$ cat src/rtl/cond_gen_pkg.sv
// ----------------------------------------------------------------------------
// cond_gen_pkg
// Shared types and constants for the conditional-generate lane array.
//   lane_mode_e : elaboration-time selection of the per-lane datapath
//   COUNT_W     : width of the accepted-beat counter
//   COUNT_MAX   : saturation value of the accepted-beat counter
//   sat_inc()   : saturating increment used by the beat counter
// ----------------------------------------------------------------------------
package cond_gen_pkg;

    typedef enum logic [1:0] {
        LANE_REG   = 2'd0,
        LANE_ACC   = 2'd1,
        LANE_DELAY = 2'd2
    } lane_mode_e;

    localparam int                 COUNT_W   = 16;
    localparam logic [COUNT_W-1:0] COUNT_MAX = 16'hFFFF;

    // Increment that sticks at COUNT_MAX instead of wrapping to zero.
    function automatic logic [COUNT_W-1:0] sat_inc(input logic [COUNT_W-1:0] value);
        logic [COUNT_W-1:0] result;
        if (value == COUNT_MAX) begin
            result = value;
        end else begin
            result = value + 16'd1;
        end
        return result;
    endfunction

endpackage : cond_gen_pkg

$ cat src/rtl/cond_gen_lane.sv
// ----------------------------------------------------------------------------
// cond_gen_lane
// One data lane of the array. The datapath is fixed at elaboration by MODE:
//   LANE_REG   : single register stage, loads on in_valid, holds otherwise
//   LANE_ACC   : WIDTH-bit wrapping accumulator, adds in_data on in_valid
//   LANE_DELAY : DEPTH-stage shift register that advances every cycle
// Each branch owns its own block-local state. The valid pipeline lives in
// the parent because it is identical for every lane.
// Ports:
//   clk      in   clock, rising edge
//   rst_n    in   asynchronous active-low reset
//   clear    in   synchronous clear of lane state
//   in_valid in   beat qualifier (shared by all lanes)
//   in_data  in   WIDTH-bit lane input
//   out_data out  WIDTH-bit registered lane result
// ----------------------------------------------------------------------------
module cond_gen_lane
    import cond_gen_pkg::*;
#(
    parameter int WIDTH = 8,
    parameter int MODE  = 0,
    parameter int DEPTH = 3
) (
    input  logic             clk,
    input  logic             rst_n,
    input  logic             clear,
    input  logic             in_valid,
    input  logic [WIDTH-1:0] in_data,
    output logic [WIDTH-1:0] out_data
);

    localparam logic [WIDTH-1:0] ZERO = {WIDTH{1'b0}};

    generate
        if (MODE == int'(LANE_REG)) begin : g_reg
            logic [WIDTH-1:0] r_data;

            // Capture register: a beat wins over clear, clear alone zeroes.
            always_ff @(posedge clk or negedge rst_n) begin
                if (!rst_n) begin
                    r_data <= ZERO;
                end else if (in_valid) begin
                    r_data <= in_data;
                end else if (clear) begin
                    r_data <= ZERO;
                end
            end

            assign out_data = r_data;

        end else if (MODE == int'(LANE_ACC)) begin : g_acc
            logic [WIDTH-1:0] r_sum;

            // Wrapping accumulator; with clear the old sum is dropped but
            // the current beat still counts, so the sum restarts at in_data.
            always_ff @(posedge clk or negedge rst_n) begin
                if (!rst_n) begin
                    r_sum <= ZERO;
                end else if (in_valid) begin
                    r_sum <= (clear ? ZERO : r_sum) + in_data;
                end else if (clear) begin
                    r_sum <= ZERO;
                end
            end

            assign out_data = r_sum;

        end else if (MODE == int'(LANE_DELAY)) begin : g_delay
            if (DEPTH < 2 || DEPTH > 16) begin : g_depth_bad
                $error("cond_gen_lane: DEPTH must be in 2..16");
            end

            logic [WIDTH-1:0] r_stage [DEPTH];
            logic [WIDTH-1:0] w_head;

            // Bubbles enter as zero so idle slots never carry stale data.
            assign w_head = in_valid ? in_data : ZERO;

            // Free-running shift; clear flushes every stage behind the head.
            always_ff @(posedge clk or negedge rst_n) begin
                if (!rst_n) begin
                    for (int i = 0; i < DEPTH; i++) begin
                        r_stage[i] <= ZERO;
                    end
                end else begin
                    r_stage[0] <= w_head;
                    for (int i = 1; i < DEPTH; i++) begin
                        r_stage[i] <= clear ? ZERO : r_stage[i-1];
                    end
                end
            end

            assign out_data = r_stage[DEPTH-1];

        end else begin : g_bad_mode
            $error("cond_gen_lane: MODE must be 0 (REG), 1 (ACC) or 2 (DELAY)");
            assign out_data = ZERO;
        end
    endgenerate

endmodule : cond_gen_lane

$ cat src/rtl/cond_gen_lane_array.sv
// ----------------------------------------------------------------------------
// cond_gen_lane_array
// CHANNELS identical lanes whose datapath is selected by MODE at elaboration.
// The top owns the valid pipeline (shared by all lanes) and the saturating
// count of accepted beats.
// Ports:
//   clk          in   clock, rising edge
//   rst_n        in   asynchronous active-low reset
//   clear        in   synchronous clear of lane state, valids and counter
//   in_valid     in   input beat qualifier, common to all lanes
//   in_data      in   CHANNELS*WIDTH, lane c at [c*WIDTH +: WIDTH]
//   out_valid    out  registered output beat qualifier
//   out_data     out  CHANNELS*WIDTH, same packing as in_data
//   sample_count out  16-bit accepted-beat count, saturating at 16'hFFFF
// ----------------------------------------------------------------------------
module cond_gen_lane_array
    import cond_gen_pkg::*;
#(
    parameter int WIDTH    = 8,
    parameter int CHANNELS = 4,
    parameter int MODE     = 0,
    parameter int DEPTH    = 3
) (
    input  logic                      clk,
    input  logic                      rst_n,
    input  logic                      clear,
    input  logic                      in_valid,
    input  logic [CHANNELS*WIDTH-1:0] in_data,
    output logic                      out_valid,
    output logic [CHANNELS*WIDTH-1:0] out_data,
    output logic [COUNT_W-1:0]        sample_count
);

    // REG and ACC answer one cycle after the beat; DELAY after DEPTH cycles.
    localparam int VLAT = (MODE == int'(LANE_DELAY)) ? DEPTH : 1;

    logic [VLAT-1:0]           r_vpipe;
    logic [COUNT_W-1:0]        r_count;
    logic [CHANNELS*WIDTH-1:0] w_lane_out;

    // Shared valid pipeline; the head always takes the current beat so a
    // beat arriving together with clear still emerges.
    always_ff @(posedge clk or negedge rst_n) begin
        if (!rst_n) begin
            r_vpipe <= {VLAT{1'b0}};
        end else begin
            r_vpipe[0] <= in_valid;
            for (int i = 1; i < VLAT; i++) begin
                r_vpipe[i] <= clear ? 1'b0 : r_vpipe[i-1];
            end
        end
    end

    // Accepted-beat counter; clear restarts it, counting a coincident beat.
    always_ff @(posedge clk or negedge rst_n) begin
        if (!rst_n) begin
            r_count <= 16'd0;
        end else if (clear) begin
            r_count <= in_valid ? 16'd1 : 16'd0;
        end else if (in_valid) begin
            r_count <= sat_inc(r_count);
        end
    end

    generate
        for (genvar c = 0; c < CHANNELS; c++) begin : g_lane
            cond_gen_lane #(
                .WIDTH (WIDTH),
                .MODE  (MODE),
                .DEPTH (DEPTH)
            ) u_lane (
                .clk      (clk),
                .rst_n    (rst_n),
                .clear    (clear),
                .in_valid (in_valid),
                .in_data  (in_data[c*WIDTH +: WIDTH]),
                .out_data (w_lane_out[c*WIDTH +: WIDTH])
            );
        end
    endgenerate

    assign out_valid    = r_vpipe[VLAT-1];
    assign out_data     = w_lane_out;
    assign sample_count = r_count;

endmodule : cond_gen_lane_array

$ cat config.mk
export PLATFORM = sky130hd
export DESIGN_NAME = cond_gen_lane_array
export DESIGN_NICKNAME = d
export VERILOG_FILES = /design/src/rtl/cond_gen_pkg.sv /design/src/rtl/cond_gen_lane.sv /design/src/rtl/cond_gen_lane_array.sv
export SDC_FILE = /design/constraint.sdc
export NUM_CORES = 1
export LEC_CHECK = 0
export CAP_MARGIN = 20
export CORE_MARGIN = 3
export CORE_UTILIZATION = 46
export CTS_CLUSTER_DIAMETER = 30
export DETAILED_ROUTE_END_ITERATION = 16
export PLACE_DENSITY = 0.86
export SETUP_SLACK_MARGIN = 0.05
export SLEW_MARGIN = 20
export SYNTH_ARGS = -nofsm -noshare
export SYNTH_HDL_FRONTEND = slang
export SYNTH_SLANG_ARGS = --single-unit
$ cat constraint.sdc
create_clock -name clk -period 3.46 [get_ports clk]
set_input_delay 0.692 -clock clk [delete_from_list [all_inputs] [get_ports clk]]
set_output_delay 0.692 -clock clk [all_outputs]
set_load 0.02 [all_outputs]
==> flow_summary.ini <==
[cts]
post_cts_buffers = 0
cts_resized = 0
ctsHoldBuffers = 0
cts_root_buf = clkbuf_8
cts_buffers = 5
clock_path_buffers = 2
clk_latency_ns = 0.29
cts_tree = yes
clkTransAtPathRegs_ns = 0.09
cts_htree_levels = 2
clock_sinks = 49

[place]
gp_congestion = 0.763
portBuffers = 84
dp_hpwl_mm = 3.55

[critical_path]
worst-path-max-fanout = 40
cp.buffers_inverters = 2
worstPathArrival_ns = 2.62
crit_chain = clkdlybuf4s50_1, buf_4, and4_1, nand2_1, or4_1, a21oi_1
critPathCaptureType = flip-flop
r2r_cells = 4
worstPathRequired_ns = 3.67
cp-start-kind = input pin
slowest_delay_ns = 0.47
path_class = in -> reg
path_depth = 6
path_delay_family = simple AND/OR/NAND/NOR gates
r2r_slack_ns = 1.52
slowest_stage = clkdlybuf4s50_1

[grt]
busiest_layer = met2
met3_usage_pct = 4.13
grt_max_degree = 50
use_met1_pct = 27.1
grt_first_pass_wirelength_mm = 8.49
grt_overflow = 0
grt.total_usage_pct = 20.4
grt_antenna_before_repair = 0
met2_usage_pct = 33.2
grt_pass1_vias = 1781

[yosys]
synth_top_cell_area_share_pct = 59.0
synth-seq-area-share_pct = 59.0
synth_edf_count = 0
yosys_warnings = 0
synth_area_um2 = 2080
syn_inst = 177
yosysUniqueCellTypes = 34
synth_fp_nets = 214
ys_seq_elements = 49
synth_area_per_cell_um2 = 11.7
yosys-top-cells-area = dfrtp_1 59%, a22o_1 13%, a21oi_1 2.7%
yosys.area.top_type = dfrtp_1
ys.flop_type = dfrtp_1
async_reset_ff_share_pct = 100

[timing]
hold_viol_final = 0
rsz0062_at_grt = no
setup_tns_ns = 0
skew_ns = 0.00343
period_share_pct = 69.7
timing.hold.ws_ns = 0.397
setup_viol = 0
tightest_slew_ns = 0.749
fmax_mhz = 415
period_needed_ns = 2.41
slew_headroom_pct = 49.9
slew_violations = 0

[route]
vias = 1771
drtAntennaViolNets = 0
wl_mm = 5.15
dr.pass1.iters = 4
drt_iter0_markers = 168
drc = 0
wl_per_cell_um = 16.7
vias_per_cell = 5.73

[cells_and_area]
final_common_cell = clkdlybuf4s50_1
utilization_pct = 73.3
diodes = 0
fin_nets = 295
syn2layout_area_growth_pct = 47.2
mostFrequentLayoutCells = 83 x clkdlybuf4s50_1, 49 x dfrtp_1, 32 x a22o_1, 11 x nand2_1, 11 x a21oi_1
layout-drive-gt1-share_pct = 5.41

[floorplan]
dieHeight_um = 73.2
fp.coreArea_um2 = 4170
rows = 23
dieArea_um2 = 5360
die_w_um = 73.2
io_pins = 85
initial_utilization_pct = 49.8

[power_and_ir_drop]
p_sw_share_pct = 25.1
clock_power_share_pct = 32.1
power_density_nw_per_um2 = 412
power.leakage_nw = 1.26
comb_power_share_pct = 18.0
ir_worst_vdd_uv = 238
pwr-share-seq_pct = 49.9
p_int_w = 0.000943
p_switching_w = 0.000317

[status]
outcome = finished, final reports clean

[hold_path]
min_path_type = in -> async

[job]
maxCapViolations = 0
==> worst reg2reg max path: cells and delay by family (launching register included) <==
family           cells  cell delay (ns)
AND/OR/NAND/NOR      3             0.98
flip-flops           1             0.48
multiplexers         1             0.37
==> cells by family after synthesis <==
| kind of cell | after synthesis | synth area share [%] |
|---|---|---|
| DFF | 49 | 59.0 |
| adders and majority gates | 1 | 0.602 |
| and+or+nand+nor | 48 | 14.0 |
| AOI/OAI and AO/OA | 61 | 22.5 |
| muxes | 1 | 0.542 |
| buffers and inverters | 17 | 3.25 |
==> state kept, by name, summed over array words and instances, names as in the netlist <==
name and cells:
sample_count 16, out_valid 1, g_lane.u_lane.out_data 32
==> cell usage after synthesis, drive strengths merged, types with 2 or more instances <==
cell    number
dfrtp       49
a22o        32
a21oi       11
nand2       11
clkbuf       8
nor3         6
inv          5
nand3        5
nor2         5
o31ai        5
or4          5
buf          4
or3          4
and4         3
nand4        3
nor4         3
o21ai        3
a31oi        2
o211ai       2
==> through the flow <==
step | setup slack, ns | power, W | area [um^2] | std cells
global route | 0.927 | 0.00131 | 3060 | 309
finish | 1.05 | 0.00126 | 3060 | 309
detailed placement | 0.767 | 0.000868 | 2940 | 301
global placement | 0.831 | 0.000864 | 2940 | 301
floorplan | 1.59 | 0.000733 | 2080 | 177
CTS | 1.06 | 0.00127 | 3060 | 309
==> metal layers <==
metal	wire [um]	up-vias
met2	2600	55
met1	2220	869
met5	0	-
li1	-	837
met3	238	10
met4	93	0
==> power by group through the flow <==
stage	combinational, W	sequential [W]	clock [W]
finish	0.000227	0.000629	0.000404
global route	0.000243	0.000633	0.000435
global placement	0.000225	0.000639	0
detailed placement	0.000230	0.000639	0
floorplan	0.0000551	0.000678	0
CTS	0.000230	0.000629	0.000412
==> area by class of cell <==
class                      count  area, um^2
sequential                    49        1230
fill                         302        1110
timing repair buffer          86         853
multi-input combinational    111         786
clock buffer                   6        72.6
tap                           50        62.6
clock inverter                 2        38.8
inverter                       5        18.8
==> worst paths after layout <==
path,start,to
setup reg to reg,sample_count[2]$_DFFE_PN0P_,sample_count[13]$_DFFE_PN0P_
hold reg to reg,g_lane[2].u_lane.out_data[4]$_DFFE_PN0P_,g_lane[2].u_lane.out_data[4]$_DFFE_PN0P_
min in group clk,g_lane[2].u_lane.out_data[4]$_DFFE_PN0P_,g_lane[2].u_lane.out_data[4]$_DFFE_PN0P_
hold / removal,rst_n,g_lane[0].u_lane.out_data[1]$_DFFE_PN0P_
max in group asynchronous,rst_n,sample_count[8]$_DFFE_PN0P_
setup / recovery,in_valid,sample_count[6]$_DFFE_PN0P_
Power figures use the tool's default switching activity.
